[src/rtl/pulser_pkg.sv]
// Shared types and default widths for the pulse burst generator and its
// tick-driven down-counters.
package pulser_pkg;

  localparam int CNT_W_DEF    = 16;
  localparam int NPULSE_W_DEF = 8;

  typedef enum logic [2:0] {
    IDLE,
    ARM,
    HIGH,
    LOW,
    FIN
  } state_t;

endpackage

[src/rtl/tick_downcounter.sv]
// Loadable down-counter that decrements on tick and saturates at zero.
// Load takes priority over the tick decrement.
module tick_downcounter
  import pulser_pkg::*;
#(
  parameter int W = CNT_W_DEF
) (
  input  logic         clk,
  input  logic         rst,
  input  logic         load,
  input  logic [W-1:0] load_val,
  input  logic         tick,
  output logic [W-1:0] cnt,
  output logic         zero
);

  always_ff @(posedge clk) begin
    if (rst) begin
      cnt <= '0;
    end else if (load) begin
      cnt <= load_val;
    end else if (tick && (cnt != '0)) begin
      cnt <= cnt - 1'b1;
    end
  end

  assign zero = (cnt == '0);

endmodule

[src/rtl/pulse_burst_gen.sv]
// Tick-aligned burst generator: COUNT pulses of WIDTH ticks high separated by
// GAP ticks low. Defining PULSE_BURST_ABORT_EN adds an ABORT input.
//
// Handshake: START is a level sampled only in IDLE; the cycle it is seen the
// fields are latched and BUSY rises on the next edge. DONE is a one-cycle
// strobe that coincides with BUSY falling. No back-pressure exists.
module pulse_burst_gen
  import pulser_pkg::*;
#(
  parameter int CNT_W    = CNT_W_DEF,
  parameter int NPULSE_W = NPULSE_W_DEF
) (
  input  logic                CLK,
  input  logic                RST,
  input  logic                TICK,
  input  logic                START,
  input  logic [CNT_W-1:0]    WIDTH,
  input  logic [CNT_W-1:0]    GAP,
  input  logic [NPULSE_W-1:0] COUNT,
`ifdef PULSE_BURST_ABORT_EN
  input  logic                ABORT,
`endif
  output logic                BUSY,
  output logic                PULSE,
  output logic                DONE
);

  state_t                state_q, state_d;
  logic [CNT_W-1:0]      w_lat, g_lat;
  logic [NPULSE_W-1:0]   c_lat;
  logic [NPULSE_W-1:0]   rem_q, rem_d;
  logic                  pulse_d, busy_d, done_d;
  logic                  latch_en;
  logic                  w_load, w_dec, g_load, g_dec;
  logic                  w_zero, g_zero;
  logic [CNT_W-1:0]      w_cnt, g_cnt;
  logic [CNT_W-1:0]      w_reload, g_reload;
  logic                  abort_i;

`ifdef PULSE_BURST_ABORT_EN
  assign abort_i = ABORT;
`else
  assign abort_i = 1'b0;
`endif

  // A zero field behaves as one tick, so the reload value is max(x,1)-1.
  assign w_reload = (w_lat == '0) ? '0 : w_lat - 1'b1;
  assign g_reload = (g_lat == '0) ? '0 : g_lat - 1'b1;

  tick_downcounter #(.W(CNT_W)) u_wcnt (
    .clk      (CLK),
    .rst      (RST),
    .load     (w_load),
    .load_val (w_reload),
    .tick     (w_dec),
    .cnt      (w_cnt),
    .zero     (w_zero)
  );

  tick_downcounter #(.W(CNT_W)) u_gcnt (
    .clk      (CLK),
    .rst      (RST),
    .load     (g_load),
    .load_val (g_reload),
    .tick     (g_dec),
    .cnt      (g_cnt),
    .zero     (g_zero)
  );

  always_comb begin
    state_d  = state_q;
    pulse_d  = PULSE;
    busy_d   = BUSY;
    done_d   = 1'b0;
    rem_d    = rem_q;
    latch_en = 1'b0;
    w_load   = 1'b0;
    w_dec    = 1'b0;
    g_load   = 1'b0;
    g_dec    = 1'b0;
    unique case (state_q)
      IDLE: begin
        if (START) begin
          latch_en = 1'b1;
          busy_d   = 1'b1;
          state_d  = (COUNT == '0) ? FIN : ARM;
        end
      end
      ARM: begin
        if (abort_i) begin
          pulse_d = 1'b0;
          state_d = FIN;
        end else if (TICK) begin
          pulse_d = 1'b1;
          w_load  = 1'b1;
          rem_d   = c_lat;
          state_d = HIGH;
        end
      end
      HIGH: begin
        if (abort_i) begin
          pulse_d = 1'b0;
          state_d = FIN;
        end else if (TICK) begin
          if (!w_zero) begin
            w_dec = 1'b1;
          end else begin
            pulse_d = 1'b0;
            if (rem_q == NPULSE_W'(1)) begin
              state_d = FIN;
            end else begin
              g_load  = 1'b1;
              state_d = LOW;
            end
          end
        end
      end
      LOW: begin
        if (abort_i) begin
          pulse_d = 1'b0;
          state_d = FIN;
        end else if (TICK) begin
          if (!g_zero) begin
            g_dec = 1'b1;
          end else begin
            pulse_d = 1'b1;
            w_load  = 1'b1;
            if (rem_q != '0) rem_d = rem_q - 1'b1;
            state_d = HIGH;
          end
        end
      end
      FIN: begin
        done_d  = 1'b1;
        busy_d  = 1'b0;
        state_d = IDLE;
      end
      default: state_d = IDLE;
    endcase
  end

  always_ff @(posedge CLK) begin
    if (RST) begin
      state_q <= IDLE;
      PULSE   <= 1'b0;
      BUSY    <= 1'b0;
      DONE    <= 1'b0;
      rem_q   <= '0;
      w_lat   <= '0;
      g_lat   <= '0;
      c_lat   <= '0;
    end else begin
      state_q <= state_d;
      PULSE   <= pulse_d;
      BUSY    <= busy_d;
      DONE    <= done_d;
      rem_q   <= rem_d;
      if (latch_en) begin
        w_lat <= WIDTH;
        g_lat <= GAP;
        c_lat <= COUNT;
      end
    end
  end

endmodule

[config.mk]
export PLATFORM = sky130hd
export DESIGN_NAME = pulse_burst_gen
export DESIGN_NICKNAME = d
export VERILOG_FILES = /design/src/rtl/pulser_pkg.sv /design/src/rtl/tick_downcounter.sv /design/src/rtl/pulse_burst_gen.sv
export SDC_FILE = /design/constraint.sdc
export NUM_CORES = 1
export LEC_CHECK = 0
export BUFFER_PORTS_ARGS = -buffer_cell sky130_fd_sc_hd__buf_2
export CORE_UTILIZATION = 50
export DETAILED_ROUTE_END_ITERATION = 12
export GPL_TIMING_DRIVEN = 0
export PLACE_DENSITY = 0.83
export SYNTH_ARGS = -nofsm -noshare
export SYNTH_HDL_FRONTEND = slang
export SYNTH_SLANG_ARGS = --single-unit
[constraint.sdc]
create_clock -name CLK -period 2.3 [get_ports CLK]
set_input_delay 0.115 -clock CLK [delete_from_list [all_inputs] [get_ports CLK]]
set_output_delay 0.115 -clock CLK [all_outputs]
set_load 0.03 [all_outputs]
After elaboration in Yosys (flattened, before gate mapping). Cells that the tools add are included.

Add/sub/neg operators: 5. Reduce and logical (&&, ||, !) cells: 20. Muxes and demuxes: 45. Equality and inequality tests: 12.

Operator list (number): 16-bit two-way mux (6); 16-bit zero test (4); 16-bit by 1-bit subtractor with 16-bit output (second input constant) (4); 8-bit two-way mux (4); 16-bit nonzero test (2); 3-bit two-way mux (8); 1-bit two-way mux (22); 8-bit case mux with 2 select lines (1); 2-bit inequality test (second input constant) (7); 3-bit case mux with 4 select lines (1); 6-bit AND reduction (2); 8-bit by 1-bit equality test with 1-bit output (second input constant) (1); 8-bit zero test (1); 2-bit nonzero test (4); 8-bit nonzero test (1); 8-bit by 1-bit subtractor with 8-bit output (second input constant) (1); 3-bit by 2-bit equality test with 1-bit output (second input constant) (2); 5-bit AND reduction (1); 1-bit case mux with 2 select lines (2); 3-bit by 1-bit equality test with 1-bit output (second input constant) (1); 3-bit equality test (second input constant) (1); 3-bit zero test (1); 1-bit case mux with 3 select lines (1); 3-bit nonzero test (1); other kinds (2) (3).

Register bits after elaboration: 86. Output and inout bits: 3. Input bits: 44. Logic and storage cells: 92.

Longest topological paths before layout.
Depth after elaboration: 7. Gate-level depth with buffers: 9.

Cells and area by module. From an unflattened synthesis, not the netlist that was laid out.

Cells, all modules: 669. Area, all modules: 5278.8 um^2.

By module, submodules not included: pulse_burst_gen (instances 1, area an instance 2991.6 um^2, cells an instance 409); tick_downcounter (instances 2, area an instance 1143.6 um^2, cells an instance 130).

Worst setup path after synthesis. No wires, ideal clock.

Path type: register -> register. Start: register g_lat[0]. End: register u_gcnt.cnt[12]. Setup slack: 27 ps. Buffers on the path: 1. Cell stages (with the launch flop): 9. Library setup time: 76 ps. Required time: 2224 ps. Data arrival time: 2197 ps. Cells stage by stage: dfxtp_1 -> inv_1 -> ha_1 -> or4b_4 -> or2_1 -> clkbuf_1 -> or4_1 -> a31oi_1 -> a21boi_0.

Word-level cells in the longest chain between the ends: 3. Elaborated cells on any way between the ends: 4. Those cells by class: add/sub (1); mux (2); reduce/logical (1).

RTL lines: from (decl) (RTL line pulse_burst_gen.sv:29) `logic [CNT_W-1:0] w_lat, g_lat;`; from (signal assigned) (RTL line pulse_burst_gen.sv:150) `g_lat <= '0;`; from (signal assigned) (RTL line pulse_burst_gen.sv:160) `g_lat <= GAP;`; 16-bit by 1-bit subtractor with 16-bit output or 16-bit zero test (tied branches) (RTL line pulse_burst_gen.sv:48) `assign g_reload = (g_lat == '0) ? '0 : g_lat - 1'b1;`; 16-bit two-way mux * (RTL line pulse_burst_gen.sv:48); 16-bit two-way mux * (RTL line tick_downcounter.sv:20) `end else if (load) begin`; to (signal assigned) (RTL line tick_downcounter.sv:21) `cnt <= load_val;`; to (signal assigned) (RTL line tick_downcounter.sv:23) `cnt <= cnt - 1'b1;`; to (decl) (RTL line tick_downcounter.sv:13) `output logic [W-1:0] cnt,`.

Mark *: on every way between the ends. The rest lies on a longest branch, timed or not. A chain may end at the register's enable or synchronous reset.

Final worst setup path.
Start: register g_lat[1]. End: register u_gcnt.cnt[12].

Same word-level chain as after synthesis.

==> reports/metrics.cfg <==
[timing]
slew_viol_final=0
min_period_ns=2.27
setup_viol=0
fin_skew_ns=0.0108
hold_violations=0
max_slew_margin_pct=55.5
tightestPinTransition_ns=0.667
clock.fmax_mhz=441
grt_setup_unrepaired=yes
fin_crit_sh_pct=98.7
fin_ws_ns=0.0305

[cts]
cts.clk_slew.worst_paths_ns=0.09
clock_latency_ns=0.37
clock_sinks=86
cts_tree=yes
cts-root-buf=clkbuf_8
numCtsBuffers=9
clk_path_buf_depth=2
htreeDepth=3

[die]
floorplan.initialDensity_pct=52.6
dieArea_sq_mm=0.00974
die_y_um=98.7
rows=34
core-area_sq_mm=0.00889
die_x_um=98.7
io_pins=47

[drt]
wl_per_cell_um=16.9
num_vias=4920
dr.pass1.iters=6
wl_um=13600
via_per_inst=6.13
dr.first_iter.drc_count=508
ant_nets=0
drc_errors=0

[setup_path]
cp.required_ns=2.60
reg2reg_from=g_lat[1]
cp-start-kind=register
end_kind=register
path_class=register to register
crit_fanout=4
worstPathArrival_ns=2.57
crit_end=u_gcnt.cnt[12]
reg2reg_depth=7
worst_r2r_endpoint=u_gcnt.cnt[12]
crit_start=g_lat[1]
ff2ff_setup_slack_ns=0.03

[global_route]
grt_max_degree=16
antenna_found_initial=0
grt_pass1_vias=4776
overflow=0
track_usage_pct=28.4
grt_pass1_wl_um=22100

[placed_design]
numPortBuffers=45
dpl.hpwl_um=8780
place_ws_ns=-0.504
finalWeightedCongestion=0.904
place_area_sq_mm=0.00504

[cells_and_area]
final_common_cell=nand2_1
final_util_pct=66.3
antenna_cells=0
final_cell_mix=94 x nand2_1, 83 x dfxtp_1, 68 x a21oi_1
syn2layout_area_growth_pct=26.0
drive_above_1_share_pct=17.0
nets=741
finalInstanceArea_sq_mm=0.00589

[power_and_ir_drop]
vdd_drop_max_mv=0.585
switching_share_pct=43.7
power_frac_seq_pct=29.6
pwr-share-clk_pct=18.1
p_leak_nw=2.16
pwr_density_cell_mw_per_mm2=1230
p_sw_mw=3.17
internal-power_mw=4.08
power_frac_comb_pct=52.3

[logic_synthesis]
avgSynthCellArea_sq_um=7.90
syn_nets=643
ys_seq_area_share_pct=36.8
synth_cell_types=58
synth_edf_count=0
async_flop_share_pct=0
synthCells=592
ys_seq_elements=86
dominantRegCellSynth=dfxtp_1
ys_warn_count=0
synth_area_sq_mm=0.00468

[run_status]
status=completed

[hold_path]
whs_path_depth=3
hp-class=input port to register

[run]
drv_cap=0

## sequential cells by signal, summed over array words and instances, names as in the netlist
| name | cells |
|---|---|
| g_lat | 16 |
| u_gcnt.cnt | 16 |
| u_wcnt.cnt | 16 |
| w_lat | 16 |
| c_lat | 8 |
| rem_q | 8 |
| state_q | 3 |
| BUSY | 1 |
| DONE | 1 |
| PULSE | 1 |
## critical path, cell delays in order (launching register included)
cell and delay, ns:
dfxtp_1 0.34, inv_1 0.07, ha_2 0.18, or4b_4 0.51, or2_4 0.26, or4_4 0.51, a31oi_2 0.17, a21boi_2 0.18
## power by group through the flow
stage          Sequential [mW]  Combinational [mW]  Clock [mW]
6_report                  2.15                3.79        1.31
5_1_grt                   2.19                4.13        1.37
4_1_cts                   2.11                3.44        1.31
3_5_place_dp              2.14                3.14           0
3_3_place_gp              2.11                3.05           0
2_1_floorplan             2.07                2.46           0
## cells in the mapped netlist (3+ instances only)
library cell / instances / area (sq um)
or3_1: 12 / 75.1
nor3b_1: 7 / 52.6
and3_1: 3 / 18.8
o22ai_1: 12 / 75.1
dfxtp_1: 86 / 1720
nor2_1: 33 / 124
xnor2_1: 29 / 254
clkbuf_1: 32 / 120
a211o_1: 4 / 35.0
nor4b_1: 3 / 26.3
nand4_1: 7 / 43.8
ha_1: 7 / 87.6
nand3_1: 11 / 55.1
and2_1: 4 / 25.0
o31ai_1: 3 / 22.5
o21a_1: 4 / 30.0
nor4_1: 18 / 113
or2_2: 3 / 18.8
nand2_1: 94 / 353
nand2b_1: 7 / 43.8
a21oi_1: 68 / 340
nand3b_1: 4 / 30.0
a211oi_1: 20 / 150
nor3_1: 26 / 130
mux2i_1: 6 / 60.1
or4_1: 13 / 97.6
xor2_1: 16 / 140
o21ai_0: 7 / 35.0
inv_1: 17 / 63.8
## cells by family (layout without fill, tap and decap cells)
group	Yosys count	count (layout)	share of synthesized area, %
compound gates	134	134	17.6
xor+xnor	45	45	8.43
fa+ha+maj	7	7	1.87
buf+inv	53	156	4.39
flops	86	86	36.8
mux	7	7	1.53
simple gates	260	260	29.4
## what timing repair did
action                                  4_1_cts  5_1_grt
buffers inserted                              5        2
pin swaps                                     4        7
endpoints found under the setup margin       39       39
resized for setup                            20       37
hold buffers                                 37        1
endpoints found under the hold margin        37        1
## per-layer routing
layer	global-route usage (%)	share of wire, %	up-vias
met1	34.6	41	2285
li1	-	-	2324
met5	0	0	-
met4	13.3	3.4	0
met2	48.7	48	263
met3	5.25	7.1	48
## metrics by stage
step	power, mW	std cells	TNS (ns)	hold WS [ns]
3_5_place_dp	5.28	745	-9.25	0.363
5_1_grt	7.69	803	-0.0883	0.0431
6_report	7.25	803	0	0.0390
3_3_place_gp	5.16	745	-7.20	0.355
4_1_cts	6.86	801	0	0.00437
2_1_floorplan	4.53	592	0	0.251
## cell type report
cell class	count	area [sq um]
Clock inverter	7	120
Fill cell	640	3000
Inverter	17	63.8
Multi-Input combinational cell	453	2920
Sequential cell	86	1730
Clock buffer	9	124
Buffer	33	143
Timing Repair Buffer	90	662
Tap cell	108	135
## worst min-delay path by stage
stage,from,to,slack (ns)
global route,GAP[6],g_lat[6],0.04
CTS,GAP[6],g_lat[6],0.004
floorplan,COUNT[1],c_lat[1],0.25
global placement,GAP[2],g_lat[2],0.36
detailed placement,WIDTH[5],w_lat[5],0.36
finish,GAP[6],g_lat[6],0.04
Note: power is estimated with default switching activity, not from simulation.
